## src/rtl/disp_pkg.sv

```systemverilog
// Shared definitions for the display flip controller: FSM state encoding,
// default address width and default framebuffer geometry.
package disp_pkg;

  localparam int DISP_ADDR_W = 30;

  localparam logic [DISP_ADDR_W-1:0] DISP_BASE_ADDR  = 30'h1085557C;
  localparam logic [DISP_ADDR_W-1:0] DISP_BUF_STRIDE = 30'h0004B000;

  typedef enum logic [2:0] {
    INIT       = 3'd0,
    WAIT_FIRST = 3'd1,
    IDLE       = 3'd2,
    WAIT_VB    = 3'd3,
    CLR        = 3'd4
  } disp_state_t;

endpackage

```

## src/rtl/disp_buf_addr_gen.sv

```systemverilog
// Scanned-out buffer index and its word address, advanced by a running
// accumulator (no multiplier). The buffer index wraps to 0 and reloads the base address.
module disp_buf_addr_gen
  import disp_pkg::*;
#(
  parameter int                NUM_BUF    = 2,
  parameter int                ADDR_W     = DISP_ADDR_W,
  parameter int                IDX_W      = 4,
  parameter logic [ADDR_W-1:0] BASE_ADDR  = DISP_BASE_ADDR,
  parameter logic [ADDR_W-1:0] BUF_STRIDE = DISP_BUF_STRIDE
) (
  input  logic              clk,
  input  logic              rst,
  input  logic              step,
  input  logic              reload,
  output logic [IDX_W-1:0]  idx,
  output logic [ADDR_W-1:0] addr,
  output logic [IDX_W-1:0]  next_idx
);

  logic [ADDR_W-1:0] next_addr;

  // Sum is truncated to ADDR_W, so the address wraps modulo 2^ADDR_W.
  always_comb begin
    next_idx  = '0;
    next_addr = BASE_ADDR;
    if (NUM_BUF > 1 && idx != IDX_W'(NUM_BUF - 1)) begin
      next_idx  = idx + 1'b1;
      next_addr = addr + BUF_STRIDE;
    end
  end

  always_ff @(posedge clk or negedge rst) begin
    if (!rst) begin
      idx  <= '0;
      addr <= BASE_ADDR;
    end else if (reload) begin
      idx  <= '0;
      addr <= BASE_ADDR;
    end else if (step) begin
      idx  <= next_idx;
      addr <= next_addr;
    end
  end

endmodule

```

## src/rtl/disp_flip_ctrl.sv

```systemverilog
// Display configuration sequencer with N-buffer page flipping.
// Optional DISP_FRAME_CNT_EN adds frame_cnt and missed_vb counters.
module disp_flip_ctrl
  import disp_pkg::*;
#(
  parameter int                NUM_BUF    = 2,
  parameter int                ADDR_W     = DISP_ADDR_W,
  parameter logic [ADDR_W-1:0] BASE_ADDR  = DISP_BASE_ADDR,
  parameter logic [ADDR_W-1:0] BUF_STRIDE = DISP_BUF_STRIDE,
  parameter int                IDX_W      = 4
) (
  input  logic              clk,
  input  logic              rst,
  input  logic              VBLANK,
  output logic              CLRVBLNK,
  output logic [ADDR_W-1:0] DISPADDR,
  output logic              DISPON,
  input  logic              flip_req,
  output logic              flip_ack,
  output logic [IDX_W-1:0]  disp_idx,
  output logic [IDX_W-1:0]  draw_idx,
  output logic [2:0]        state
`ifdef DISP_FRAME_CNT_EN
  ,
  output logic [15:0]       frame_cnt,
  output logic [7:0]        missed_vb
`endif
);

  disp_state_t       state_q;
  logic              pending;
  logic              flip_take;
  logic              enable;
  logic [ADDR_W-1:0] cur_addr;

  assign flip_take = (state_q == WAIT_VB) && VBLANK;
  assign enable    = (state_q == WAIT_FIRST) && VBLANK;
  assign state     = state_q;

  disp_buf_addr_gen #(
    .NUM_BUF    (NUM_BUF),
    .ADDR_W     (ADDR_W),
    .IDX_W      (IDX_W),
    .BASE_ADDR  (BASE_ADDR),
    .BUF_STRIDE (BUF_STRIDE)
  ) u_addr_gen (
    .clk      (clk),
    .rst      (rst),
    .step     (flip_take),
    .reload   (enable),
    .idx      (disp_idx),
    .addr     (cur_addr),
    .next_idx (draw_idx)
  );

  // The accumulator updates on the same edge DISPON rises or a flip is taken,
  // so gating it with DISPON gives the 0-until-enabled address without a copy.
  assign DISPADDR = DISPON ? cur_addr : '0;

  always_ff @(posedge clk or negedge rst) begin
    if (!rst) begin
      state_q  <= INIT;
      CLRVBLNK <= 1'b1;
      DISPON   <= 1'b0;
      flip_ack <= 1'b0;
      pending  <= 1'b0;
    end else begin
      flip_ack <= 1'b0;
      // A new request in the take cycle wins over the clear.
      pending  <= flip_req | (pending & ~flip_take);
      case (state_q)
        INIT: begin
          CLRVBLNK <= 1'b0;
          state_q  <= WAIT_FIRST;
        end
        WAIT_FIRST: begin
          if (VBLANK) begin
            DISPON   <= 1'b1;
            CLRVBLNK <= 1'b1;
            state_q  <= CLR;
          end
        end
        IDLE: begin
          if (pending) state_q <= WAIT_VB;
        end
        WAIT_VB: begin
          if (VBLANK) begin
            flip_ack <= 1'b1;
            CLRVBLNK <= 1'b1;
            state_q  <= CLR;
          end
        end
        CLR: begin
          CLRVBLNK <= 1'b0;
          if (!VBLANK) state_q <= IDLE;
        end
        default: state_q <= INIT;
      endcase
    end
  end

`ifdef DISP_FRAME_CNT_EN
  logic vb_q;
  logic vb_rise;

  assign vb_rise = VBLANK & ~vb_q;

  always_ff @(posedge clk or negedge rst) begin
    if (!rst) begin
      vb_q      <= 1'b0;
      frame_cnt <= '0;
      missed_vb <= '0;
    end else begin
      vb_q <= VBLANK;
      if (vb_rise && DISPON) frame_cnt <= frame_cnt + 16'd1;
      // A blank seen with nothing to flip is left uncleared and only counted.
      if (vb_rise && state_q == IDLE && !pending && missed_vb != 8'hFF)
        missed_vb <= missed_vb + 8'd1;
    end
  end
`endif

endmodule

```

## config.mk

```make
export PLATFORM = sky130hd
export DESIGN_NAME = disp_flip_ctrl
export DESIGN_NICKNAME = d
export VERILOG_FILES = /design/src/rtl/disp_pkg.sv /design/src/rtl/disp_buf_addr_gen.sv /design/src/rtl/disp_flip_ctrl.sv
export SDC_FILE = /design/constraint.sdc
export NUM_CORES = 1
export LEC_CHECK = 0
export ABC_AREA = 1
export CORE_MARGIN = 3
export CORE_UTILIZATION = 44
export DETAILED_ROUTE_END_ITERATION = 10
export GPL_TIMING_DRIVEN = 0
export PLACE_DENSITY = 0.82
export SYNTH_ARGS = -nofsm -noshare
export SYNTH_HDL_FRONTEND = slang
export SYNTH_SLANG_ARGS = --single-unit
```

## constraint.sdc

```tcl
create_clock -name clk -period 2.4 [get_ports clk]
set_input_delay 0.48 -clock clk [delete_from_list [all_inputs] [get_ports clk]]
set_output_delay 0.48 -clock clk [all_outputs]
set_load 0.005 [all_outputs]
```

==> results.yml, run 1 <==
run_status:
  status: "completed"
placed_design:
  gp_congestion: 0.914
  dpl.hpwl_mm: 3.26
  portBuffers: 42
global_routing:
  grt_first_pass_wirelength_mm: 7.33
  globalRouteTotalUtil: 0.177
  grt_antenna_before_repair: 0
  grt_max_degree: 31
  grt_pass1_vias: 1683
  gr-total-overflow: 0
pwr:
  clkPwrFrac: 0.177
  seqPwrFrac: 0.347
  peakVddDrop_v: 0.000594
  p_int_mw: 1.41
  combinationalPowerShare: 0.476
  p_leak_nw: 1.34
  cellPowerDensity_nw_per_um2: 928
  power.switching_mw: 0.946
  swShare: 0.402
critical_path:
  critical_path_required_ps: 1920
  cp.arrival_ps: 1750
  criticalPathCategory: "flip-flop to output port"
  start_kind: "flip-flop"
  crit_path_max_fanout: 10
  worstSetupEndpointType: "output port"
yosys:
  synthDistinctLibCells: 36
  syn_avg_cell_area_um2: 7.23
  yosysWarnings: 0
  yosysSeqAreaShare: 0.390
  synth-main-ff-cell: "dfrtp_1"
  ys_seq_elements: 30
  synth_top_cell_area_share: 0.282
  synth_edf_count: 0
  synth_cells: 270
  async_reset_ff_frac: 1.00
  synth_largest_area_cell: "dfrtp_1"
  synthTopCellsByArea: "dfrtp_1 (28%), nand2_1 (13%), dfstp_2 (11%)"
  synth_area_um2: 1950
sta:
  min_period_ps: 2230
  rsz0062_at_grt: "false"
  worst_hold_slack_ps: 218
  setup_tns_ps: 0
  setup_viol: 0
  hold_viol_final: 0
  slew_headroom: 0.559
  clock_skew_ps: 4.97
  slew_violations: 0
  post-route-period-util: 0.931
  clock.fmax_mhz: 448
  tightest_slew_ps: 661
detailed_routing:
  wl_met1_mm: 1.87
  ant_nets: 0
  dr_wl_met3_um: 212
  drcViolationCount: 0
  viasPerCell: 4.82
  wl_per_cell_um: 11.4
  vias: 1803
  highest_layer: "met4"
  detail_route.iter0.violations: 96
  wl_met2_mm: 2.10
  totalWireLength_mm: 4.27
  drt-pass1-iter-count: 4
clock_network:
  post_cts_buffers: 0
  cts_tree: "done"
  clk_pin_slew_worst_paths_ps: 60
  hold_buffers: 0
  cts_max_path_buffers: 2
  cts-root-buf: "clkbuf_8"
  clock-sinks: 30
  insertion_delay_ps: 280
  tritoncts.num_buffers: 5
  cts_max_level: 2
final_layout:
  antenna_cells: 0
  final_cell_mix: "nand2_1 (65), inv_1 (43), clkdlybuf4s50_1 (41), nand3_1 (24), dfrtp_1 (22)"
  final_common_cell: "nand2_1"
  area_growth_pct: 30.0
  drive_gt1_frac: 0.198
  nFillCells: 396
  layout.nets: 328
die:
  row_count: 23
  fp.dieH_um: 72.6
  core_area_um2: 4140
  initial_core_util: 0.471
  die-area_um2: 5270
  ios: 48
  dieWidth_um: 72.6
flow_run:
  cap_violations: 0
min_path:
  hold_path.class: "primary input to async pin"
==> registers in the layout, indices dropped and copies added, names as in the netlist <==
| name | cells |
|---|---|
| CLRVBLNK | 1 |
| state | 3 |
| u_addr_gen.addr | 19 |
| flip_ack | 1 |
| DISPON | 1 |
| pending | 1 |
| u_addr_gen.idx | 4 |
==> cell type report <==
class	instances	area [um^2]	area share
Sequential cell	30	761	0.300
Tap cell	50	62.6	0.0247
Clock buffer	7	86.3	0.0340
Inverter	55	216	0.0853
Multi-Input combinational cell	172	865	0.341
Buffer	17	126	0.0498
Clock inverter	1	5.00	0.00197
Timing Repair Buffer	42	415	0.164
==> final timing paths <==
kind | slack [ps] | endpoint | startpoint | depth (start not counted)
max in group asynchronous | 1740 | state[2] | rst | 1
hold reg to reg | 480 | pending | pending | 1
setup / recovery | 170 | DISPADDR[5] | DISPON | 5
min in group clk | 480 | pending | pending | 1
setup reg to reg | 740 | u_addr_gen.addr[20] | u_addr_gen.addr[12] | 10
hold / removal | 220 | u_addr_gen.addr[21] | rst | 1
==> synthesized netlist by cell type (2+ instances only) <==
master / count
nand2_1: 65
inv_1: 43
nand3_1: 24
dfrtp_1: 22
nor2_1: 21
buf_4: 12
inv_2: 10
dfstp_2: 8
o21ai_0: 8
nand4_1: 7
a21oi_1: 6
nor2_2: 5
nand2_2: 4
nand2_4: 4
nor3_1: 4
o22ai_1: 3
buf_6: 2
clkbuf_1: 2
clkinv_4: 2
nor3_2: 2
==> kinds of logic (layout without fill, tap and decap cells) <==
kind of cell,Yosys count,in the layout,share of synthesized area
other,1,5,0.00192
flip-flops,30,30,0.390
buffers and inverters,72,122,0.175
adder cells (fa/ha/maj),1,1,0.00641
XOR/XNOR,1,1,0.00449
AND/OR/NAND/NOR,142,142,0.351
AO/OA/AOI/OAI,23,23,0.0718
==> critical path, cell delays in order (launching register included) <==
cell and delay, ps:
dfrtp_1 370, buf_2 230, nand2_1 80, inv_1 160, buf_4 140, clkdlybuf4s50_1 490
==> power groups by stage <==
stage	clock, mW	sequential, mW	combinational, mW
after floorplan	0	0.790	0.708
after global placement	0	0.816	1.10
after detailed placement	0	0.822	1.13
after CTS	0.427	0.815	1.14
after global routing	0.447	0.842	1.26
final	0.418	0.817	1.12
==> metal layers <==
metal / track usage / vias to the layer above
met4: 0.0840 / 0
met5: 0 / -
met1: 0.226 / 822
met2: 0.283 / 46
met3: 0.0427 / 7
li1: - / 928
==> repair_timing <==
item / 4_1_cts / 5_1_grt
endpoints found under the hold margin: 0 / 0
setup endpoints to repair: 6 / 1
gates cloned: 0 / 0
gates resized for setup: 1 / 1
==> through the flow <==
| stage | power, mW | worst slack, ps | area, um^2 | utilization | cells |
|---|---|---|---|---|---|
| 2_1_floorplan | 1.50 | 859 | 1970 | - | 274 |
| 3_3_place_gp | 1.92 | 288 | 2450 | 0.591 | 366 |
| 3_5_place_dp | 1.95 | 259 | 2450 | 0.591 | 366 |
| 4_1_cts | 2.38 | 108 | 2540 | 0.614 | 374 |
| 5_1_grt | 2.55 | 21.3 | 2540 | 0.612 | 374 |
| 6_report | 2.36 | 166 | 2540 | 0.612 | 374 |
Note: power is estimated with default switching activity, not from simulation.
==> run 2, diff against run 1 <==
CTS_CLUSTER_SIZE = 10   (was default)
PLACE_DENSITY = 0.72   (was 0.82)
==> results.yml, run 2 (synthesized netlist as in run 1, its figures left out) <==
die:
  die-area_um2: 5270
  initial_core_util: 0.471
  dieWidth_um: 72.6
  core_area_um2: 4140
  fp.dieH_um: 72.6
  ios: 48
  row_count: 23
critical_path:
  worstPathCellList: "buf_2, nand2_1, inv_1, buf_4, clkdlybuf4s50_1"
  crit_path_max_fanout: 10
  cp.arrival_ps: 1750
  r2r-end: "u_addr_gen.addr[20]"
  critical_path_required_ps: 1920
  criticalPathCategory: "flip-flop to output port"
  worstSetupEndpointType: "output port"
  start_kind: "flip-flop"
  crit_buf_inv: 4
  critPathTopFamily: "buffers and inverters"
  reg2reg_depth: 10
  r2r_start: "u_addr_gen.addr[12]"
  setup.worst_path.start: "DISPON"
  reg2reg_slack_ps: 730
  crit_slowest_cell: "clkdlybuf4s50_1"
  cpPeakStageDelay_ps: 490
global_routing:
  grt_pass1_vias: 1745
  grt_antenna_before_repair: 0
  grt_max_degree: 31
  gr-total-overflow: 0
  grt_first_pass_wirelength_mm: 7.98
  globalRouteTotalUtil: 0.194
clock_network:
  cts_tree: "done"
  clock-sinks: 30
  hold_buffers: 0
  cts-root-buf: "clkbuf_8"
  cts_max_level: 2
  cts_max_path_buffers: 2
  tritoncts.num_buffers: 5
  clk_pin_slew_worst_paths_ps: 60
  insertion_delay_ps: 280
detailed_routing:
  viasPerCell: 4.80
  totalWireLength_mm: 4.36
  drt-pass1-iter-count: 4
  wl_met1_mm: 2.09
  wl_met2_mm: 1.99
  drcViolationCount: 0
  dr_wl_met3_um: 192
  vias: 1796
  detail_route.iter0.violations: 89
  wl_per_cell_um: 11.6
  highest_layer: "met4"
  ant_nets: 0
final_layout:
  layout.nets: 328
  final_cell_mix: "nand2_1 (65), inv_1 (43), clkdlybuf4s50_1 (41), nand3_1 (24), dfrtp_1 (22)"
  final_common_cell: "nand2_1"
  antenna_cells: 0
  area_growth_pct: 30.0
  drive_gt1_frac: 0.198
  regMostFlops: "u_addr_gen.addr"
  largest_register_ffs: 19
  nFillCells: 394
min_path:
  hold_path.class: "primary input to async pin"
sta:
  post-route-period-util: 0.930
  min_period_ps: 2230
  setup_viol: 0
  clock_skew_ps: 2.43
  clock.fmax_mhz: 448
  tightest_slew_ps: 684
  slew_violations: 0
  hold_viol_final: 0
  slew_headroom: 0.544
  rsz0062_at_grt: "false"
  setup_tns_ps: 0
pwr:
  cellPowerDensity_nw_per_um2: 932
  peakVddDrop_v: 0.000615
  finalPower_mw: 2.36
  p_leak_nw: 1.34
run_status:
  status: "completed"
placed_design:
  portBuffers: 42
  gp_congestion: 0.891
  dpl.hpwl_mm: 3.22
flow_run:
  cap_violations: 0
run 2: cell counts in the layout (fill, tap and decap cells not counted):
No cell type changed its count.
run 2: per-stage QoR:
step | util | cells | area (um^2) | hold WS (ps) | worst slack [ps]
floorplan | - | 274 | 1970 | 184 | 859
global placement | 0.591 | 366 | 2450 | 480 | 286
detailed placement | 0.591 | 366 | 2450 | 479 | 264
CTS | 0.614 | 374 | 2540 | 500 | 119
global route | 0.612 | 374 | 2540 | 288 | 5.22
finish | 0.612 | 374 | 2540 | 235 | 168
run 2: worst max path at each step:
| stage | end | slack [ps] | cells past startpoint |
|---|---|---|---|
| floorplan | u_addr_gen.addr[20] | 860 | 10 |
| global placement | pending | 290 | 1 |
| detailed placement | pending | 260 | 1 |
| CTS | DISPADDR[8] | 120 | 5 |
| global route | DISPADDR[10] | 5 | 5 |
| finish | DISPADDR[3] | 170 | 5 |
run 2: final cells by class:
type                            count  area [um^2]  share of cell area
Multi-Input combinational cell    172          865               0.341
Sequential cell                    30          761               0.300
Timing Repair Buffer               42          415               0.164
Inverter                           55          216              0.0853
Buffer                             17          126              0.0498
Clock buffer                        7         86.3              0.0340
Tap cell                           50         62.6              0.0247
Clock inverter                      1         5.00             0.00197
run 2: report_power, final:
part	internal [mW]	switching [mW]	total (mW)	leakage (nW)
clock network	0.231	0.185	0.415	0.0482
logic	0.518	0.618	1.14	0.919
registers	0.661	0.151	0.812	0.371
run 2: timing repair:
action | in CTS | in global routing
hold endpoints to repair | 0 | 0
gates resized for setup | 1 | 1
setup endpoints to repair | 6 | 5
setup buffers | 0 | 0
run 2: worst register-to-register path, delay by kind of cell, from the launching register on:
family                     cells  cell delay, ps
buffers and inverters          1              70
AOI/OAI and AO/OA              1             210
adders and majority gates      1             260
DFF                            1             540
and+or+nand+nor                7             490
run 2: per-layer routing:
metal / track usage / up-vias
met2: 0.292 / 46
met3: 0.0482 / 9
li1: - / 923
met1: 0.268 / 818
met5: 0 / -
met4: 0.0758 / 0
==> run 3, diff against run 2 <==
CORE_MARGIN = 2   (was 3)
clock period = 2.5 ns   (was 2.4 ns; I/O delays follow)
==> results.yml, run 3 (synthesized netlist as in run 1, its figures left out) <==
sta:
  tightest_slew_ps: 653
  hold_viol_final: 0
  slew_violations: 0
  clock_skew_ps: 8.71
  setup_tns_ps: 0
  min_period_ps: 2240
  setup_viol: 0
  post-route-period-util: 0.896
  slew_headroom: 0.565
  rsz0062_at_grt: "false"
  clock.fmax_mhz: 446
detailed_routing:
  drcViolationCount: 0
  ant_nets: 0
  dr_wl_met3_um: 225
  detail_route.iter0.violations: 72
  drt-pass1-iter-count: 4
  totalWireLength_mm: 4.09
  highest_layer: "met4"
  wl_met2_mm: 1.92
  viasPerCell: 4.61
  wl_met1_mm: 1.87
  wl_per_cell_um: 10.9
  vias: 1732
final_layout:
  regMostFlops: "u_addr_gen.addr"
  final_cell_mix: "nand2_1 (65), inv_1 (43), clkdlybuf4s50_1 (41), nand3_1 (24), dfrtp_1 (22)"
  antenna_cells: 0
  area_growth_pct: 31.0
  final_area_um2: 2560
  drive_gt1_frac: 0.201
  largest_register_ffs: 19
  layout.nets: 328
  final_common_cell: "nand2_1"
clock_network:
  cts_max_level: 2
  clk_pin_slew_worst_paths_ps: 70
  cts_tree: "done"
  tritoncts.num_buffers: 5
  cts-root-buf: "clkbuf_8"
  cts_max_path_buffers: 2
  clock-sinks: 30
  post_cts_buffers: 0
  insertion_delay_ps: 290
global_routing:
  gr-total-overflow: 0
  grt_antenna_before_repair: 0
  grt_max_degree: 31
  grt_pass1_vias: 1655
  globalRouteTotalUtil: 0.182
  grt_first_pass_wirelength_mm: 7.16
placed_design:
  placed_area_um2: 2450
  gp_congestion: 0.836
  dpl.hpwl_mm: 3.04
  portBuffers: 42
critical_path:
  r2r-end: "u_addr_gen.addr[20]"
  worstSetupEndpointType: "output port"
  start_kind: "flip-flop"
  reg2reg_depth: 10
  r2r_start: "u_addr_gen.addr[12]"
  critical_path_required_ps: 2000
  crit_path_max_fanout: 10
  cp.arrival_ps: 1740
  criticalPathCategory: "flip-flop to output port"
  reg2reg_slack_ps: 820
pwr:
  cellPowerDensity_nw_per_um2: 918
  finalPower_mw: 2.35
  peakVddDrop_v: 0.000622
  p_leak_nw: 1.35
die:
  initial_core_util: 0.451
  fp.dieH_um: 70.6
  ios: 48
  core_area_um2: 4320
  row_count: 24
  dieWidth_um: 70.6
  die-area_um2: 4990
flow_run:
  cap_violations: 0
run_status:
  status: "completed"
min_path:
  hold_path.class: "primary input to async pin"
==> run 3: metal layers <==
metal | track usage | vias to the layer above
met3 | 0.0370 | 7
met2 | 0.304 | 44
met1 | 0.227 | 761
met4 | 0.0839 | 0
li1 | - | 920
met5 | 0 | -
==> run 3: worst max-delay path by stage <==
stage	from	cells after the start	endpoint
3_3_place_gp	rst	1	u_addr_gen.addr[13]
6_report	DISPON	4	DISPADDR[18]
2_1_floorplan	u_addr_gen.addr[12]	10	u_addr_gen.addr[20]
3_5_place_dp	rst	1	u_addr_gen.addr[13]
4_1_cts	DISPON	5	DISPADDR[8]
5_1_grt	DISPON	5	DISPADDR[10]
==> run 3: layout make-up <==
type	instances	area, um^2
fillers	447	1770
repair buffers	42	415
clock buffers	5	68.8
inverters	55	216
multi-input cells	172	865
flip-flops and latches	30	761
well taps	52	65.1
clock inverters	3	40.0
plain buffers	17	126
==> run 3: power by group <==
part           total (mW)  internal, mW  leakage (nW)  switching, mW
sequential          0.781         0.634         0.371          0.147
combinational        1.08         0.497         0.920          0.585
clock               0.485         0.293        0.0579          0.193
==> run 3: repair_timing <==
| item | 4_1_cts | 5_1_grt |
|---|---|---|
| hold buffers | 0 | 0 |
| resized for setup | 0 | 2 |
| hold endpoints to repair | 0 | 0 |
| endpoints found under the setup margin | 0 | 6 |
==> run 3: metrics by stage <==
stage | setup WS [ps] | cells | util | hold slack [ps]
2_1_floorplan | 959 | 274 | - | 204
6_report | 259 | 376 | 0.591 | 231
4_1_cts | 76.8 | 376 | 0.592 | 498
3_5_place_dp | 380 | 368 | 0.567 | 483
3_3_place_gp | 397 | 368 | 0.567 | 480
5_1_grt | 131 | 376 | 0.591 | 288
==> run 3: worst max-delay path, stage by stage, from the launching register on <==
cell	delay [ps]
dfrtp_1	370
clkbuf_1	390
nand2_1	130
inv_1	70
clkdlybuf4s50_1	490
